`config.mk`:
```
export PLATFORM = sky130hd
export DESIGN_NAME = input_debounce_bank
export DESIGN_NICKNAME = d
export VERILOG_FILES = /design/src/rtl/debounce_pkg.sv /design/src/rtl/debounce_channel.sv /design/src/rtl/input_debounce_bank.sv
export SDC_FILE = /design/constraint.sdc
export NUM_CORES = 1
export LEC_CHECK = 0
export BUFFER_PORTS_ARGS = -buffer_cell sky130_fd_sc_hd__buf_2
export CORE_MARGIN = 2
export CORE_UTILIZATION = 50
export CTS_BUF_LIST = sky130_fd_sc_hd__clkbuf_16
export DETAILED_ROUTE_END_ITERATION = 6
export PLACE_DENSITY = 0.73
export SLEW_MARGIN = 40
export SYNTH_ARGS = -nofsm -noshare
export SYNTH_HDL_FRONTEND = slang
export SYNTH_SLANG_ARGS = --single-unit
export TNS_END_PERCENT = 5
```
`constraint.sdc`:
```
create_clock -name clk_i -period 4 [get_ports clk_i]
set_input_delay 0.2 -clock clk_i [delete_from_list [all_inputs] [get_ports clk_i]]
set_output_delay 0.2 -clock clk_i [all_outputs]
set_load 0.03 [all_outputs]
```
`src/rtl/debounce_pkg.sv`:
```
// Shared constants and per-channel output bundle for the input debounce bank.
package debounce_pkg;
    localparam int EDGE_RISE   = 0;
    localparam int EDGE_FALL   = 1;
    localparam int EDGE_BOTH   = 2;
    localparam int SYNC_STAGES = 2;

    typedef struct packed {
        logic level;
        logic rise;
        logic fall;
    } ch_out_t;

    function automatic logic sel_edge(input int mode, input logic rise, input logic fall);
        case (mode)
            EDGE_RISE: sel_edge = rise;
            EDGE_FALL: sel_edge = fall;
            default:   sel_edge = rise | fall;
        endcase
    endfunction
endpackage

```
`src/rtl/debounce_channel.sv`:
```
// One debounce lane: 2-FF synchronizer, stability counter, stable level and edge pulses.
module debounce_channel
    import debounce_pkg::*;
#(
    parameter int   CNT_W       = 20,
    parameter logic RESET_LEVEL = 1'b1
) (
    input  logic             clk_i,
    input  logic             rst_i,
    input  logic [CNT_W-1:0] eff_dt_i,
    input  logic             sig_i,
    output ch_out_t          out_o
);
    logic [SYNC_STAGES-1:0] sync_q, sync_d;
    logic [CNT_W-1:0]       cnt_q, cnt_d;
    logic                   level_q, level_d;
    logic                   rise_q, rise_d;
    logic                   fall_q, fall_d;
    logic                   s2;
    logic [CNT_W:0]         cnt_inc;

    assign s2      = sync_q[SYNC_STAGES-1];
    // one bit wider so the compare is safe even after delaytime drops below cnt
    assign cnt_inc = {1'b0, cnt_q} + 1'b1;

    always_comb begin
        sync_d  = {sync_q[SYNC_STAGES-2:0], sig_i};
        cnt_d   = '0;
        level_d = level_q;
        rise_d  = 1'b0;
        fall_d  = 1'b0;
        if (s2 != level_q) begin
            if (cnt_inc >= {1'b0, eff_dt_i}) begin
                level_d = s2;
                rise_d  = s2;
                fall_d  = ~s2;
            end else begin
                cnt_d = cnt_inc[CNT_W-1:0];
            end
        end
    end

    always_ff @(posedge clk_i) begin
        if (rst_i) begin
            sync_q  <= {SYNC_STAGES{RESET_LEVEL}};
            cnt_q   <= '0;
            level_q <= RESET_LEVEL;
            rise_q  <= 1'b0;
            fall_q  <= 1'b0;
        end else begin
            sync_q  <= sync_d;
            cnt_q   <= cnt_d;
            level_q <= level_d;
            rise_q  <= rise_d;
            fall_q  <= fall_d;
        end
    end

    assign out_o = '{level: level_q, rise: rise_q, fall: fall_q};
endmodule

```
`src/rtl/input_debounce_bank.sv`:
```
// N-channel debounce/edge-detect bank. Define DEBOUNCE_IRQ_EN to build the sticky
// edge-capture register and its masked, registered IRQ output.
module input_debounce_bank
    import debounce_pkg::*;
#(
    parameter int   N_CH        = 8,
    parameter int   CNT_W       = 20,
    parameter logic RESET_LEVEL = 1'b1,
    parameter int   EDGE_MODE   = EDGE_BOTH
) (
    input  logic             clk_i,
    input  logic             rst_i,
    input  logic [CNT_W-1:0] delaytime_i,
    input  logic [N_CH-1:0]  signal_in_i,
    output logic [N_CH-1:0]  signal_out_o,
    output logic [N_CH-1:0]  rise_pulse_o,
    output logic [N_CH-1:0]  fall_pulse_o,
    output logic [N_CH-1:0]  edge_capture_o,
    input  logic [N_CH-1:0]  edge_clr_i,
    input  logic [N_CH-1:0]  irq_mask_i,
    output logic             irq_o
);
    logic [CNT_W-1:0] eff_dt;
    ch_out_t          ch_out [N_CH];

    assign eff_dt = (delaytime_i == '0) ? {{(CNT_W-1){1'b0}}, 1'b1} : delaytime_i;

    for (genvar g = 0; g < N_CH; g++) begin : g_ch
        debounce_channel #(
            .CNT_W       (CNT_W),
            .RESET_LEVEL (RESET_LEVEL)
        ) u_ch (
            .clk_i    (clk_i),
            .rst_i    (rst_i),
            .eff_dt_i (eff_dt),
            .sig_i    (signal_in_i[g]),
            .out_o    (ch_out[g])
        );
        assign signal_out_o[g] = ch_out[g].level;
        assign rise_pulse_o[g] = ch_out[g].rise;
        assign fall_pulse_o[g] = ch_out[g].fall;
    end

`ifdef DEBOUNCE_IRQ_EN
    logic [N_CH-1:0] cap_q, cap_d;
    logic            irq_q, irq_d;

    // a new edge in the same cycle as its clear keeps the flag set
    always_comb begin
        cap_d = cap_q & ~edge_clr_i;
        for (int i = 0; i < N_CH; i++) begin
            cap_d[i] = cap_d[i] | sel_edge(EDGE_MODE, ch_out[i].rise, ch_out[i].fall);
        end
        irq_d = |(cap_q & irq_mask_i);
    end

    always_ff @(posedge clk_i) begin
        if (rst_i) begin
            cap_q <= '0;
            irq_q <= 1'b0;
        end else begin
            cap_q <= cap_d;
            irq_q <= irq_d;
        end
    end

    assign edge_capture_o = cap_q;
    assign irq_o          = irq_q;
`else
    logic unused_irq_inputs;
    assign unused_irq_inputs = ^{edge_clr_i, irq_mask_i} ^ (EDGE_MODE == EDGE_BOTH);
    assign edge_capture_o    = '0;
    assign irq_o             = 1'b0;
`endif
endmodule

```
==> summary.txt <==
outcome - finished clean
ys async rst share - 0%
synthesized area - 11900 um^2
global-route wire length before repair - 44.1 mm
clk slew on worst S/H paths - 80 ps
slowest stage delay, CP - 580 ps
crit start category - register
wirelength, routed - 27.3 mm
drt via density - 5.50
HPWL Detailed - 19.1 mm
worst hold path type - in -> reg
multi-input combinational cell area - 7490 um^2
CP Class - reg -> reg
Reg area - 4000 um^2
EDFF count, synth - 0
GR Overflow Total - 0
CTS Buffer Depth - 2
core area - 23500 um^2
Die H - 159 um
met1 wire length - 13.2 mm
WL per Instance - 16.1 um
top layer in use - met4
Final TNS setup - 0 ps
Slew HR - 48.5%
fmax - 269 MHz
Worst Path Arrival - 4090 ps
leak pwr - 5.97 nW
Gate Count Post-Synth - 1309
Clock Sinks - 200
Port Buffers - 53
H-tree levels - 4
root buf cell - clkbuf_16
Synth Register Bits - 200
Area Growth Syn to Fin - 9.55%
slowest CP cell - or3_4
Avg Cell Area, Syn - 9.13 um^2
Layout fillers - 2063
CTS tree - built
Fin Hold WS - 385 ps
Yosys warnings - 0
VDD IR max - 0.000254 V
Rows - 56
largest net degree at the start of global routing - 31
antenna violations before repair - 0
CTS buffer count - 17
Slew Viols, Final - 0
final setup fails - 0
Final Hold Vio Count - 0
placer's final routability congestion estimate - 0.824
Worst setup EP type - register
Die Wd - 159 um
period utilisation layout - 92.9%
post-CTS setup buffers - 0
layout cells sized above 1 - 11.7%
nets - 1572
critical path, cell by cell - and3_1 -> nand3_1 -> nor2_1 -> and2_1 -> nand3_1 -> xnor2_1 -> ha_1 -> a21o_1 -> a21oi_1 -> nor2_1 -> a2111oi_2 -> o2111ai_2 -> or3_4 -> nor2b_4
top_reg_cell synth - dfxtp_1
max_cap viols - 0
via count - 9296
num ports - 79
met3 wire len - 1.17 mm
1st-iter DRT viols - 404
Seq/Total Area, Yosys - 33.5%
DRC viols - 0
die area - 25200 um^2
met2 routed WL - 12.4 mm
Initial Utilization - 50.9%
Crit Path Max Fanout - 20
remaining antenna violation count - 0
Req. time, crit path - 4380 ps
Pwr Density - 301 nW/um^2
min cycle time layout - 3720 ps
Worst Clk Skew - 10.8 ps
Distinct cells, synth - 56
vias in the first global route - 9094
drt first pass iters - 5
Tightest Pin Transition - 772 ps
RSZ-0062 raised after global routing - no
Skew-Pair Late Insertion Delay - 440 ps
gr usage total - 22.6%
Antenna Cells - 0
## worst max-delay path, delay by kind of cell, from the launching register on
| kind | cells | cell delay [ps] |
|---|---|---|
| flip-flops | 1 | 430 |
| adder cells (fa/ha/maj) | 1 | 280 |
| AND/OR/NAND/NOR | 8 | 1800 |
| AO/OA/AOI/OAI | 4 | 910 |
| XOR/XNOR | 1 | 210 |
## stage by stage
step | instance area [um^2] | instances | setup slack [ps] | power (mW) | utilization, %
after floorplan | 12000 | 1317 | 684 | 2.20 | -
after global placement | 12400 | 1650 | 328 | 2.27 | 52.9
after detailed placement | 12400 | 1650 | 279 | 2.28 | 52.9
after CTS | 13100 | 1690 | 246 | 3.98 | 55.7
after global routing | 13100 | 1690 | 12.4 | 4.08 | 55.8
final | 13100 | 1690 | 283 | 3.94 | 55.8
## layout make-up
cell class | instances | share of cell area [%]
clock inverter | 15 | 1.15
timing repair buffer | 78 | 3.61
multi-input combinational | 1022 | 57.2
clock buffer | 17 | 3.25
inverter | 39 | 1.12
tap | 319 | 3.05
sequential | 200 | 30.6
## cells in the mapped netlist, types with 2 or more instances
master | number | area share (%)
nor4b_1 | 2 | 0.15
a211oi_1 | 9 | 0.57
a221oi_1 | 4 | 0.29
clkbuf_1 | 12 | 0.38
nor2b_4 | 8 | 0.92
nor4_1 | 13 | 0.68
o211ai_1 | 5 | 0.31
nand4_1 | 33 | 1.7
or2_2 | 18 | 0.94
nand2_1 | 83 | 2.6
buf_6 | 2 | 0.19
nor2_2 | 2 | 0.10
a21o_1 | 22 | 1.4
a2111oi_0 | 4 | 0.29
a31oi_1 | 4 | 0.21
or3_1 | 2 | 0.10
nor3_1 | 20 | 0.84
nor2b_1 | 81 | 4.2
o21ai_0 | 22 | 0.92
inv_1 | 39 | 1.2
o221ai_1 | 2 | 0.15
dfxtp_1 | 200 | 34
ha_1 | 168 | 18
nor2b_2 | 19 | 1.4
buf_4 | 35 | 2.2
a221o_1 | 2 | 0.17
and3_1 | 78 | 4.1
nor2_1 | 79 | 2.5
nand3_1 | 80 | 3.4
and4_1 | 14 | 1.0
xor2_1 | 52 | 3.8
buf_2 | 4 | 0.17
clkbuf_2 | 2 | 0.084
a21oi_1 | 53 | 2.2
nand2b_1 | 10 | 0.52
xnor2_1 | 99 | 7.3
and2_1 | 8 | 0.42
## what timing repair did
item / CTS / global route
endpoints found under the setup margin: 0 / 40
hold buffers: 8 / 0
resized for setup: 0 / 4
endpoints found under the hold margin: 8 / 0
## cells by family after synthesis
family / count (synthesis) / synth area share [%]
adders and majority gates: 168 / 17.6
xor gates and xnor gates: 151 / 11.1
DFF: 200 / 33.5
buffers and inverters: 95 / 4.27
AOI/OAI and AO/OA: 139 / 7.55
and+or+nand+nor: 555 / 26.0
other: 1 / 0.0314
## cells in the final DEF, fill, tap and decap left out, types with 8 or more instances in the layout
cell,instances
dfxtp_1,200
ha_1,168
xnor2_1,99
nand2_1,83
nor2b_1,81
nand3_1,80
and3_1,78
nor2_1,76
a21oi_1,53
buf_2,53
xor2_1,52
inv_1,39
nand4_1,33
o21ai_0,22
a21o_1,22
nor3_1,20
nor2b_2,19
or2_2,18
clkbuf_16,17
buf_4,17
and4_1,14
nor4_1,13
nand2b_1,10
a211oi_1,9
conb_1,9
and2_1,8
nor2b_4,8
dlygate4sd3_1,8
## sequential cells by signal (all words and copies together) (netlist names)
signal,flops
g_ch.u_ch.cnt_q,160
g_ch.u_ch.fall_q,8
g_ch.u_ch.level_q,8
g_ch.u_ch.rise_q,8
g_ch.u_ch.sync_q,16
## final timing paths
check | to | start | depth (start not counted) | slack [ps]
min reg2reg | g_ch[5].u_ch.sync_q[1]$_SDFF_PP1_ | g_ch[5].u_ch.sync_q[0]$_SDFF_PP1_ | 1 | 410
max | g_ch[5].u_ch.cnt_q[17]$_SDFF_PP0_ | g_ch[5].u_ch.cnt_q[0]$_SDFF_PP0_ | 14 | 280
min | g_ch[2].u_ch.level_q$_SDFFE_PP1P_ | rst_i | 3 | 380
max reg2reg | g_ch[5].u_ch.cnt_q[17]$_SDFF_PP0_ | g_ch[5].u_ch.cnt_q[0]$_SDFF_PP0_ | 14 | 280
## report_power, final
group / internal (mW) / switching, mW / leakage (nW) / total [mW]
Combinational: 0.0764 / 0.162 / 4.07 / 0.238
Clock: 0.836 / 0.863 / 0.282 / 1.70
Sequential: 2.00 / 0.00779 / 1.61 / 2.01
Total: 2.91 / 1.03 / 5.97 / 3.94
## per-layer routing
| metal | global-route usage (%) | vias up |
|---|---|---|
| li1 | - | 4663 |
| met3 | 4.19 | 41 |
| met1 | 30.4 | 4393 |
| met2 | 37.2 | 199 |
| met4 | 6.22 | 0 |
| met5 | 0 | - |
Power figures use the tool's default switching activity.
